`src/rtl/stream_mux_pkg.sv`:
```
// Shared limits and helpers for the round-robin stream multiplexer.
// Packet-lock support is enabled by defining STREAM_MUX_RR_LAST_EN.
package stream_mux_pkg;

  localparam int unsigned NInMin = 2;
  localparam int unsigned NInMax = 16;
  localparam int unsigned IdxW   = $clog2(NInMax);

  // Encode a one-hot (or all-zero) vector to its bit index; zero maps to 0.
  function automatic logic [IdxW-1:0] onehot_to_idx(input logic [NInMax-1:0] oh);
    logic [IdxW-1:0] idx;
    idx = '0;
    for (int unsigned i = 0; i < NInMax; i++) begin
      if (oh[i]) begin
        idx = idx | IdxW'(i);
      end
    end
    return idx;
  endfunction

endpackage

```
`src/rtl/rr_arbiter.sv`:
```
// Round-robin arbiter: searches upward from ptr with wrap-around, and can hold
// its last grant while lock is high (packet mode).
module rr_arbiter
  import stream_mux_pkg::*;
#(
  parameter int unsigned N_IN = 8,
  localparam int unsigned SEL_W = $clog2(N_IN)
) (
  input  logic             clk,
  input  logic             reset_n,
  input  logic [N_IN-1:0]  req,
  input  logic             advance,
  input  logic             lock,
  output logic [N_IN-1:0]  grant,
  output logic [SEL_W-1:0] ptr
);

  logic [N_IN-1:0]  grant_rr;
  logic [N_IN-1:0]  grant_q;
  logic [SEL_W-1:0] ptr_q;
  logic [SEL_W-1:0] ptr_d;
  logic [SEL_W-1:0] grant_idx;

  always_comb begin
    int unsigned     pos;
    logic [SEL_W-1:0] pos_s;
    logic            found;
    grant_rr = '0;
    found    = 1'b0;
    pos      = 0;
    pos_s    = '0;
    for (int unsigned i = 0; i < N_IN; i++) begin
      pos = int'(ptr_q) + i;
      if (pos >= N_IN) begin
        pos = pos - N_IN;
      end
      pos_s = SEL_W'(pos);
      if (!found && req[pos_s]) begin
        grant_rr[pos_s] = 1'b1;
        found           = 1'b1;
      end
    end
  end

  // While locked, only the channel that opened the packet may be granted.
  assign grant = lock ? (grant_q & req) : grant_rr;

  assign grant_idx = SEL_W'(onehot_to_idx(NInMax'(grant)));

  always_comb begin
    ptr_d = ptr_q;
    if (advance) begin
      ptr_d = (grant_idx == SEL_W'(N_IN - 1)) ? '0 : grant_idx + SEL_W'(1);
    end
  end

  always_ff @(posedge clk) begin
    if (!reset_n) begin
      ptr_q   <= '0;
      grant_q <= '0;
    end else begin
      ptr_q <= ptr_d;
      if (!lock) begin
        grant_q <= grant_rr;
      end
    end
  end

  assign ptr = ptr_q;

endmodule

```
`src/rtl/stream_mux_rr.sv`:
```
// N-to-1 stream multiplexer with round-robin arbitration and one output register.
// Define STREAM_MUX_RR_LAST_EN to add in_last/out_last and packet-granular locking.
module stream_mux_rr
  import stream_mux_pkg::*;
#(
  parameter int unsigned WIDTH = 64,
  parameter int unsigned N_IN  = 8,
  localparam int unsigned SEL_W = $clog2(N_IN)
) (
  input  logic                  clk,
  input  logic                  reset_n,
  input  logic [N_IN-1:0]       in_valid,
  input  logic [N_IN*WIDTH-1:0] in_data,
  output logic [N_IN-1:0]       in_ready,
`ifdef STREAM_MUX_RR_LAST_EN
  input  logic [N_IN-1:0]       in_last,
  output logic                  out_last,
`endif
  output logic                  out_valid,
  output logic [WIDTH-1:0]      out_data,
  output logic [SEL_W-1:0]      out_src,
  input  logic                  out_ready
);

  logic             load;
  logic             accept;
  logic             advance;
  logic             lock;
  logic [N_IN-1:0]  grant;
  logic [SEL_W-1:0] ptr;
  logic [SEL_W-1:0] sel;

  logic             out_valid_q;
  logic [WIDTH-1:0] out_data_q;
  logic [SEL_W-1:0] out_src_q;

  assign load     = !out_valid_q || out_ready;
  // Gated by reset so a stale full register cannot accept a beat during reset.
  assign in_ready = grant & {N_IN{load & reset_n}};
  assign accept   = |in_ready;
  assign sel      = SEL_W'(onehot_to_idx(NInMax'(in_ready)));

`ifdef STREAM_MUX_RR_LAST_EN
  logic locked_q;
  logic out_last_q;

  assign advance = accept && in_last[sel];
  assign lock    = locked_q;

  always_ff @(posedge clk) begin
    if (!reset_n) begin
      locked_q   <= 1'b0;
      out_last_q <= 1'b0;
    end else if (accept) begin
      locked_q   <= !in_last[sel];
      out_last_q <= in_last[sel];
    end
  end

  assign out_last = out_last_q;
`else
  assign advance = accept;
  assign lock    = 1'b0;
`endif

  rr_arbiter #(
    .N_IN(N_IN)
  ) u_arb (
    .clk     (clk),
    .reset_n (reset_n),
    .req     (in_valid),
    .advance (advance),
    .lock    (lock),
    .grant   (grant),
    .ptr     (ptr)
  );

  always_ff @(posedge clk) begin
    if (!reset_n) begin
      out_valid_q <= 1'b0;
      out_data_q  <= '0;
      out_src_q   <= '0;
    end else if (accept) begin
      out_valid_q <= 1'b1;
      out_data_q  <= in_data[sel*WIDTH +: WIDTH];
      out_src_q   <= sel;
    end else if (out_ready) begin
      out_valid_q <= 1'b0;
    end
  end

  assign out_valid = out_valid_q;
  assign out_data  = out_data_q;
  assign out_src   = out_src_q;

  logic unused_ptr;
  assign unused_ptr = ^ptr;

endmodule
```
`config.mk`:
```
export PLATFORM = sky130hd
export DESIGN_NAME = stream_mux_rr
export DESIGN_NICKNAME = d
export VERILOG_FILES = /design/src/rtl/stream_mux_pkg.sv /design/src/rtl/rr_arbiter.sv /design/src/rtl/stream_mux_rr.sv
export SDC_FILE = /design/constraint.sdc
export NUM_CORES = 1
export LEC_CHECK = 0
export CAP_MARGIN = 20
export CELL_PAD_IN_SITES_DETAIL_PLACEMENT = 0
export CELL_PAD_IN_SITES_GLOBAL_PLACEMENT = 1
export CORE_AREA = 2 2 233 235
export CTS_CLUSTER_SIZE = 14
export DETAILED_ROUTE_END_ITERATION = 8
export DIE_AREA = 0 0 235 237
export PLACE_DENSITY_LB_ADDON = 0.05
export SYNTH_ARGS = -nofsm -noshare
export SYNTH_HDL_FRONTEND = slang
export SYNTH_SLANG_ARGS = --single-unit
export TNS_END_PERCENT = 30
```
`constraint.sdc`:
```
create_clock -name clk -period 8.27 [get_ports clk]
set_input_delay 0.827 -clock clk [delete_from_list [all_inputs] [get_ports clk]]
set_output_delay 0.827 -clock clk [all_outputs]
set_load 0.03 [all_outputs]
```
* After elaboration in Yosys (flattened, before gate mapping)
Cells that the tools add are included.
** Word-level totals
- Word-level logic and storage cells :: 153
- Output and inout bits :: 76
- Input port bits :: 523
- Register bits after elaboration :: 71
** Cells by class
- Reductions and logical operators :: 26
- Add/sub/neg operators :: 16
- Bitwise operators :: 9
- Shift-type cells :: 1
- Order comparisons :: 24
- Equality and inequality tests :: 1
- Multiplexer cells :: 72
** Operators by type and width (number)
- indexed part select 512 x 10 -> 64 bit :: 1
- 2-to-1 mux 8 bit :: 8
- bitwise OR 8 bit :: 7
- 2-to-1 mux 3 bit :: 17
- less-than comparator 3 x 4 -> 1 bit, second input constant :: 8
- >= comparator 4 bit, second input constant :: 7
- 2-to-1 mux 1 bit :: 27
- binary-select mux 1 bit (select 3 bit) :: 8
- demux 1 bit (select 3 bit) :: 8
- >= comparator 3 x 1 -> 1 bit, second input constant :: 8
- subtractor 3 x 1 -> 3 bit, second input constant :: 8
- adder 3 x 3 -> 4 bit, second input constant :: 4
- logical AND 1 bit :: 15
- adder 3 x 2 -> 4 bit, second input constant :: 2
- bitwise AND 8 bit :: 1
- zero test 1 bit :: 8
- 2-to-1 mux 2 bit :: 4
- OR reduction 8 bit :: 1
- adder 3 x 1 -> 4 bit, second input constant :: 1
- >= comparator 3 x 4 -> 1 bit, second input constant :: 1
- adder 3 x 1 -> 3 bit, second input constant :: 1
- equality test 3 bit, second input constant :: 1
- nonzero test 2 bit :: 1
- bitwise AND 1 bit :: 1
- logical OR 1 bit :: 1

* Longest topological paths before layout
Gate-level depths: netlist of the first run.
- Word-level depth :: 35
- Depth in mapped cells :: 22
- Depth with buffers taken out :: 15

* By module
From an unflattened synthesis of the first run, not the netlist that was laid out.
** Unflattened totals
- Cells, all modules :: 997
- Area, all modules :: 8155.3 um2
** By module, submodules not included
- stream_mux_rr :: area an instance 6104.6 um2, sequential area each 1361.3 um2, instances 1, cells an instance 754
- rr_arbiter :: area an instance 2050.7 um2, sequential area each 220.2 um2, instances 1, cells an instance 243

* Worst setup path after synthesis of the first run
No wires, ideal clock.
- Path kind :: reg2reg
- Start :: reg u_arb.ptr_q[0] (netlist: u_arb.ptr[0])
- End :: reg u_arb.ptr_q[2] (netlist: u_arb.ptr[2])
- Slack :: 3853 ps
- Data required time :: 8149 ps
- Period minus slack after synthesis :: 4417 ps
- Stages on the path, launching flop included :: 22
- Buffers on the path :: 7
- Setup time :: 121 ps
- Data arrival time :: 4296 ps
- Cells stage by stage :: dfxtp_1 buf_6 clkinv_1 buf_2 ha_1 buf_6 mux2_1 mux4_2 o32a_1 buf_6 nor4b_4 o21ai_1 o2111a_1 and3_1 buf_6 inv_2 buf_4 buf_4 ha_1 ha_1 a21oi_1 nor2_1
** On the way
- Cells in the longest elaborated chain, start to end :: 35
- Elaborated cells between the ends (all ways) :: 135
- Classes of those cells :: 16 x add/sub; 24 x order compare; 1 x eq/ne; 63 x mux; 8 x bitwise; 23 x reduce/logical
** Ends and longest elaborated chain
- start: declaration :: line rr_arbiter.sv:20 : logic [SEL_W-1:0] ptr_q;
- start signal: assignment :: line rr_arbiter.sv:62 : ptr_q <= ptr_d;
- parallel branches: the longest is 25 deep, another holds adder 3 x 1 -> 4 bit
- 2-to-1 mux 8 bit * :: line rr_arbiter.sv:38 : if (!found && req[pos_s]) begin
- 2-to-1 mux 1 bit :: line stream_mux_pkg.sv:14 : if (oh[i]) begin
- 2-to-1 mux 2 bit (2 in a row) :: line stream_mux_pkg.sv:14
- 2-to-1 mux 3 bit (4 in a row) :: line stream_mux_pkg.sv:14
- adder 3 x 1 -> 3 bit / equality test 3 bit (equally long branches) :: line rr_arbiter.sv:53 : ptr_d = (grant_idx == SEL_W'(N_IN - 1)) ? '0 : grant_idx + SEL_W'(1);
- 2-to-1 mux 3 bit :: line rr_arbiter.sv:53
Mark *: on every way between the ends. The select of a mux whose other input is x is not followed.
A chain may end at the register's enable or synchronous reset.

* Worst setup path in the final report of the first run
- Start :: reg u_arb.ptr_q[0] (netlist: u_arb.ptr[0])
- End :: reg out_data_q[41] (netlist: out_data[41])
** On the way
- Cells in the longest elaborated chain, start to end :: 35
- Elaborated cells between the ends (all ways) :: 133
- Classes of those cells :: 15 x add/sub; 24 x order compare; 1 x shift; 62 x mux; 8 x bitwise; 23 x reduce/logical
** Ends and longest elaborated chain
- parallel branches: the longest is 25 deep, another holds adder 3 x 1 -> 4 bit
- 2-to-1 mux 8 bit * :: line rr_arbiter.sv:38
- bitwise AND 8 bit * :: line stream_mux_rr.sv:39 : assign in_ready = grant & {N_IN{load & reset_n}};
- 2-to-1 mux 1 bit :: line stream_mux_pkg.sv:14
- 2-to-1 mux 2 bit (2 in a row) :: line stream_mux_pkg.sv:14
- 2-to-1 mux 3 bit (4 in a row) :: line stream_mux_pkg.sv:14
- indexed part select 512 x 10 -> 64 bit :: line stream_mux_rr.sv:85 : out_data_q <= in_data[sel*WIDTH +: WIDTH];
- end signal: assignment :: line stream_mux_rr.sv:85
- end: declaration :: line stream_mux_rr.sv:34 : logic [WIDTH-1:0] out_data_q;
Marks and branches as above.

==> results of run 1 <==
cells in the mapped netlist (all sizes together) (3+ instances only):
cell / instances
mux2: 72
or2: 3
clkbuf: 23
a32oi: 57
mux4: 12
nor2: 31
mux2i: 185
nand2b: 117
inv: 12
o22ai: 7
nand2: 48
o21ai: 6
ha: 8
buf: 58
a21oi: 21
nor3: 7
a31oi: 4
o211ai: 6
a2bb2oi: 3
a311o: 6
o221ai: 63
a22o: 6
and3: 3
and2: 3
nand3: 15
dfxtp: 71
nor4: 3
worst max-delay path by stage:
stage / start / endpoint / cells after the start
after floorplan: u_arb.ptr[0] / u_arb.ptr[2] / 21
after global placement: u_arb.ptr[0] / out_data[41] / 13
after detailed placement: u_arb.ptr[0] / out_data[43] / 13
after CTS: u_arb.ptr[0] / out_data[43] / 13
after global routing: u_arb.ptr[0] / out_data[41] / 13
final: u_arb.ptr[0] / out_data[41] / 13
cell usage in the layout (no fill, tap or decap), types with 4 or more instances in the layout:
cell type,instances
clkdlybuf4s50_1,598
mux2i_1,184
nand2b_1,117
dfxtp_1,71
o221ai_1,63
mux2_2,62
a32oi_1,57
nand2_1,47
nor2_1,29
a21oi_1,20
nand3_1,14
mux4_2,12
inv_1,11
clkbuf_16,9
mux2_4,8
ha_1,8
buf_4,8
o22ai_1,7
nor3_1,7
o211ai_1,6
a22o_1,6
a311o_1,6
buf_12,5
a31oi_1,4
o21ai_0,4
final cells by class:
class / count / share of cell area [%]
antenna: 1 / 0.01673
clock inverter: 5 / 0.3764
multi-input combinational: 725 / 41.17
timing repair buffer: 611 / 41.09
inverter: 13 / 0.3346
sequential: 71 / 9.503
clock buffer: 11 / 1.690
tap: 696 / 5.822
tightest hold or removal path, stage by stage (launching register included):
cell and delay [ns]:
dfxtp_1 0.31, nand2_1 0.05, o21ai_1 0.05
through the flow:
stage / setup WS, ns / instances / total power, mW
after floorplan: 3.853 / 890 / 3.925
after global placement: 2.037 / 2116 / 5.572
after detailed placement: 2.059 / 2116 / 5.549
after CTS: 2.035 / 2132 / 6.017
after global routing: 1.684 / 2132 / 6.306
final: 2.055 / 2133 / 5.883
flip-flops by register name, indices dropped and copies added (netlist names):
register   flops
out_data      64
out_src        3
out_valid      1
u_arb.ptr      3
logic make-up after synthesis:
| logic type | Yosys count |
|---|---|
| buf+inv | 94 |
| xor+xnor | 3 |
| compound gates | 201 |
| mux | 269 |
| simple gates | 244 |
| flops | 71 |
| fa+ha+maj | 8 |
where the power goes:
part | switching, mW | leakage (nW) | internal (mW)
combinational | 2.83 | 5.34 | 1.99
sequential | 0.100 | 0.584 | 0.529
clock | 0.186 | 0.152 | 0.250
metal layers:
layer / wire [µm] / global-route usage, % / share of wire (%)
met5: 41 / 0 / 0.075
met4: 444 / 2.781 / 0.81
met3: 3599 / 5.234 / 6.5
met2: 28170 / 34.69 / 51
met1: 22710 / 22.47 / 41
==> results by group, run 1 <==
Floorplanning
  – Height of the die: around 240 µm
  – Core Area: roughly 53000 µm²
  – Ports: 599
  – Die area: 55700 µm²
  – Die Span X: around 240 µm
  – Rows: 85
  – Initial core utilization: between 10% and 20%

Placement
  – PortBufs: around 600
  – DP HPWL: ~44 mm
  – Placed cell areas: 14650 µm²
  – Placer Congestion: 0.8371

Worst hold path
  – Hold EP: out_src[2]
  – Hold depth: 2
  – Hold Crit Class: flop to flop
  – Hold path start: out_src[2]

Clock tree
  – CTS tree: built
  – CTS Buf Count: 9
  – Cts hold-fix bufs: 0
  – H-tree Lvls: 3
  – Longest Clk Path Bufs: 2
  – Post_cts resized: 0
  – Skew-Pair Late Insertion Delay: approximately 0.36 ns
  – CTS Sinks: 71
  – Clk pin slew, worst setup/hold paths: 0.06 ns
  – Post-CTS setup buffer count: 0
  – Root Driver: clkbuf_16

Timing
  – Setup skew after layout: 0.006086 ns
  – Worst-margin pin slew: 0.9714 ns
  – Slew Limit Fails: 0
  – Worst relative slew slack: a little over a third
  – Min Hold Slack: about 0.45 ns
  – Fmax: between 0.15 and 0.2 GHz
  – Tmin final: ~6.2 ns
  – Fin Setup TNS: 0 ns
  – RSZ-0062 raised after global routing: no
  – Endpoints failing hold: 0
  – Final setup viols: 0
  – Period Utilization, post-route: 75.15%

Drt
  – Routed WL: around 55 mm
  – Via Count: between 9000 and 10000
  – DRT antenna net count: 0
  – Initial DRC count: 472
  – Number of vias per cell: around 4.5
  – Pre-Repair DR Iteration Count: 5
  – # DRC: 0
  – DR WL/cell: around 26 µm

Critical path
  – Slowest Stage Delay on Critical Path: around 1.1 ns
  – FF-to-FF Start: u_arb.ptr[0]
  – Reg2Reg Depth: 13
  – FF-to-FF End: out_data[41]
  – Family with the most delay on the worst path: compound AO/OA/AOI/OAI gates
  – Crit path cell chain: clkinv_1 > ha_1 > mux2_2 > mux4_2 > o32a_1 > nor2_4 > a211oi_1 > o2111a_1 > and3_4 > buf_4 > mux2_4 > a22o_1 > a311o_1
  – Slowest CP cell: ha_1
  – CP bufs+invs: 2
  – Worst Path Arrival: between 6 and 7 ns
  – Critical path data required time: 8.52 ns
  – CP Launch Type: flop
  – Crit Path Max Fanout: 39
  – Crit. End Element: flop
  – Setup Crit Path Kind: flop to flop
  – Reg-to-reg setup timing slack: 2.05 ns

Finish
  – Register area: 1421 µm²
  – Area Overhead vs Synth: 85.36%
  – Area occupied by multi-input gates: 6157 µm²
  – Fillers: ~5700
  – Final design instance area without fill: 14960 µm²
  – Final core utilization: between 20% and 30%
  – Final #Nets: roughly 2000
  – Layout cell share with drive strength beyond 1: 9.123%

Synth
  – Synthesized flop and latch total: 71
  – Number of flops mapped to enable cells by yosys: 0
  – Count of cell types in the netlist: 66
  – Ys async rst share: 0%
  – Fraction of the mapped netlist area in simple logic gates: between 10% and 20%
  – Top cell type's share of synthesized area: between 20% and 30%
  – Post-synth top flop: dfxtp_1
  – Area leader, netlist: mux2i_1
  – Sequential area share after synthesis: between 10% and 20%
  – Synthesized-area fraction occupied by ao, oa, aoi and oai cells: 20.51%
  – Adder-Cell Fraction of Synth Area: under 10%
  – Synthesized instance count: 890
  – Largest cells by area after synthesis: mux2i_1 (23%), dfxtp_1 (18%), nand2b_1 (9.1%), mux2_2 (8.7%), o221ai_1 (6.8%)
  – Mapped cell area: 8069 µm²
  – Xor/xnor share of the synthesized area: less than 1%
  – Post-synthesis mux area share: 36.87%
  – Yosys warning count: 0
  – Syn_nets: between 1000 and 1500
  – Main combinational cell family by area after synthesis: multiplexers
  – Avg Cell Area, Syn: around 9 µm²

Power and ir drop
  – VDD IR max: 0.2639 mV
  – P per Cell Area: 393.3 nW/µm²
  – Lkg Pwr: between 6 and 7 nW

GRT
  – Initial antenna violation count: 3
  – First-pass GRT wire length: approximately 77 mm
  – Vias in the first global route: approximately 10000
  – GRT overflow: 0
  – Total track usage: 19.01%
  – Pin count of the biggest net entering global routing: 72

Flow run
  – Count of maximum capacitance violations: 0

Run status
  – Status: complete, no violations
Power figures use the tool's default switching activity.
==> inputs of run 2 (changes only) <==
--- a/config.mk
+++ b/config.mk
@@ -8,10 +8,10 @@
 export CAP_MARGIN = 20
 export CELL_PAD_IN_SITES_DETAIL_PLACEMENT = 0
 export CELL_PAD_IN_SITES_GLOBAL_PLACEMENT = 1
-export CORE_AREA = 2 2 233 235
+export CORE_AREA = 2 2 236 238
 export CTS_CLUSTER_SIZE = 14
 export DETAILED_ROUTE_END_ITERATION = 8
-export DIE_AREA = 0 0 235 237
+export DIE_AREA = 0 0 238 240
 export PLACE_DENSITY_LB_ADDON = 0.05
 export SYNTH_ARGS = -nofsm -noshare
 export SYNTH_HDL_FRONTEND = slang
==> constraint.sdc (replaced) <==
create_clock -name clk -period 6.1 [get_ports clk]
set_input_delay 0.61 -clock clk [delete_from_list [all_inputs] [get_ports clk]]
set_output_delay 0.61 -clock clk [all_outputs]
set_load 0.03 [all_outputs]
==> run 2 against run 1 <==
Net effect:
- core utilization decreased by 0.38 points
- clock skew increased by 0.0037 ns
- critical endpoint is now in_ready[4]
- largest cell class is now non-clock buffers
- total power increased by 38%
- first-iteration DRC count decreased by 5.9%
- critical path type is now flop to output pin
- sequential cell count unchanged
- combinational power increased by 39%
==> results by group, run 2 (synthesis gave the netlist of run 1 again) <==
Timing
  – Period Utilization, post-route: about 87%
  – Final setup margin: 0.8114 ns (-1.244 ns)
  – Tmin final: between 5 and 6 ns
  – RSZ-0062 raised after global routing: no
  – Worst-margin pin slew: 0.8573 ns (-0.1141 ns)
  – Final setup viols: 0 (unchanged)
  – Setup skew after layout: 0.009823 ns (+0.003737 ns)
  – Fin Setup TNS: 0 ns (unchanged)
  – Endpoints failing hold: 0 (unchanged)
  – Slew Limit Fails: 0 (unchanged)
  – Fmax: 0.1891 GHz
  – Worst relative slew slack: 41.21% (+6.0 points)

Critical path
  – FF-to-FF Start: u_arb.ptr[0]
  – Slowest CP cell: clkdlybuf4s50_1
  – Crit path cell chain: clkinv_1 > buf_4 > ha_1 > mux2_1 > mux4_2 > o32ai_2 > nand4_1 > or2_2 > a21oi_1 > clkdlybuf4s50_1
  – Worst Path Arrival: 4.68 ns (-1.78 ns)
  – Reg-to-reg setup timing slack: 0.92 ns (-1.13 ns)
  – Setup Crit Path Kind: flop to output pin
  – CP bufs+invs: 3 (+1)
  – Slowest Stage Delay on Critical Path: 0.75 ns (-0.32 ns)
  – Family with the most delay on the worst path: buffers and inverters
  – Crit Path Max Fanout: 14 (-64%)
  – Critical path startpoint: u_arb.ptr[0]
  – Crit. End Element: output pin
  – Critical path data required time: 5.49 ns (-3.03 ns)
  – CP Launch Type: flop

Drt
  – Via Count: 9641 (+0.64%)
  – Pre-Repair DR Iteration Count: 4 (-1)
  – DR WL/cell: 25.28 µm (-1.9%)
  – Number of vias per cell: 4.453 (-0.85%)
  – DRT antenna net count: 0 (unchanged)
  – Initial DRC count: 444 (-5.9%)
  – # DRC: 0 (unchanged)
  – Routed WL: 54.73 mm (-0.42%)

Flow run
  – Count of maximum capacitance violations: 0 (unchanged)

Finish
  – Layout Cells excl Fill: 2165 (+1.5%)
  – Layout cell share with drive strength beyond 1: 10.06% (+0.93 points)
  – Area Overhead vs Synth: 87.56%
  – Fillers: 5888 (+3.0%)
  – Area occupied by multi-input gates: 6157 µm² (unchanged)
  – Most frequent cells in the layout: clkdlybuf4s50_1 (598), mux2i_1 (184), nand2b_1 (117), dfxtp_1 (71), o221ai_1 (63)
  – Max FFs per register: 64 (unchanged)
  – Register area: 1421 µm² (unchanged)
  – Final design instance area without fill: 15130 µm² (+1.2%)
  – Final #Nets: 1978 (+0.82%)
  – Most common cell after layout, fill and taps aside: clkdlybuf4s50_1

Clock tree
  – Clk pin slew, worst setup/hold paths: 0.07 ns (about the same)
  – H-tree Lvls: 3 (unchanged)
  – CTS Buf Count: 9 (unchanged)
  – Root Driver: clkbuf_16
  – Post-CTS setup buffer count: 0 (unchanged)
  – CTS Sinks: 71 (unchanged)
  – Skew-Pair Late Insertion Delay: 0.36 ns (about the same)
  – Longest Clk Path Bufs: 2 (unchanged)
  – Cts hold-fix bufs: 0 (unchanged)
  – CTS tree: built
  – Post_cts resized: 0 (unchanged)

Placement
  – PortBufs: 598 (unchanged)
  – Post-Place Setup Slack: 0.7986 ns (-1.261 ns)
  – Placed Instances: 2140 (+1.1%)
  – Placed cell areas: 14810 µm² (+1.1%)
  – Placer Congestion: 0.8251 (-1.4%)
  – DP HPWL: 44.19 mm (+1.2%)

GRT
  – Grt met1 use: 20.46% (-2.0 points)
  – Met3 usage: 6.670% (+1.4 points)
  – Initial antenna violation count: 22 (+19)
  – GRT overflow: 0 (unchanged)
  – Pin count of the biggest net entering global routing: 67 (-6.9%)
  – First-pass GRT wire length: 74.73 mm (-3.5%)
  – Vias in the first global route: 10093 (-0.17%)
  – GRT met2 Usage: 33.23% (-1.5 points)
  – Total track usage: 18.28% (-0.73 points)
  – GR peak layer: met2

Floorplanning
  – Initial core utilization: 14.76% (-0.38 points)
  – Die Span X: 238 µm (+1.3%)
  – Die area: 57120 µm² (+2.6%)
  – Rows: 86 (+1.2%)
  – Height of the die: 240 µm (+1.3%)
  – Core Area: 54660 µm² (+2.6%)
  – Ports: 599 (unchanged)

Power and ir drop
  – P per Cell Area: 537.7 nW/µm² (+37%)
  – Overall power: 8.137 mW (+38%)
  – Lkg Pwr: 6.161 nW (+1.4%)
  – VDD IR max: 0.4502 mV (+71%)

Worst hold path
  – Hold Crit Class: flop to flop
  – Hold path start: out_src[2]

Run status
  – Status: complete, no violations
[run 2: metal layers]
layer / vias up / wire length [µm]
li1: 4602 / -
met1: 4568 / 21080
met2: 396 / 28200
met3: 51 / 4723
met4: 24 / 592
met5: - / 146
[run 2: metrics by stage]
| stage | utilization, % | hold WS, ns |
|---|---|---|
| 2_1_floorplan | - | 0.5721 |
| 3_3_place_gp | 27.09 | 0.4462 |
| 3_5_place_dp | 27.10 | 0.4459 |
| 4_1_cts | 27.65 | 0.4555 |
| 5_1_grt | 27.66 | 0.4750 |
| 6_report | 27.69 | 0.4545 |
[run 2: tightest hold or removal path: cells and delay by family (launching register included)]
kind / cells / cell delay [ns]
AO/OA/AOI/OAI: 1 / 0.05
flip-flops: 1 / 0.31
AND/OR/NAND/NOR: 1 / 0.05
[run 2: path summary, 6_finish.rpt]
| kind | to | depth (start not counted) |
|---|---|---|
| max | in_ready[4] | 10 |
| min | out_src[2] | 2 |
| max reg2reg | u_arb.ptr[0] | 16 |
| min reg2reg | out_src[2] | 2 |
[run 2: area by class of cell]
| class | count | area share [%] |
|---|---|---|
| inverters | 13 | 0.3307 |
| well taps | 704 | 5.820 |
| repair buffers | 627 | 41.65 |
| multi-input cells | 725 | 40.68 |
| clock inverters | 5 | 0.3720 |
| flip-flops and latches | 71 | 9.392 |
| diodes | 9 | 0.1488 |
| clock buffers | 11 | 1.604 |
[run 2: report_power, final]
part,internal (mW),switching (mW),total (mW),leakage [nW]
Sequential,0.716,0.128,0.845,0.584
Combinational,2.84,3.88,6.72,5.43
Clock,0.329,0.248,0.577,0.146
Total,3.88,4.26,8.14,6.16
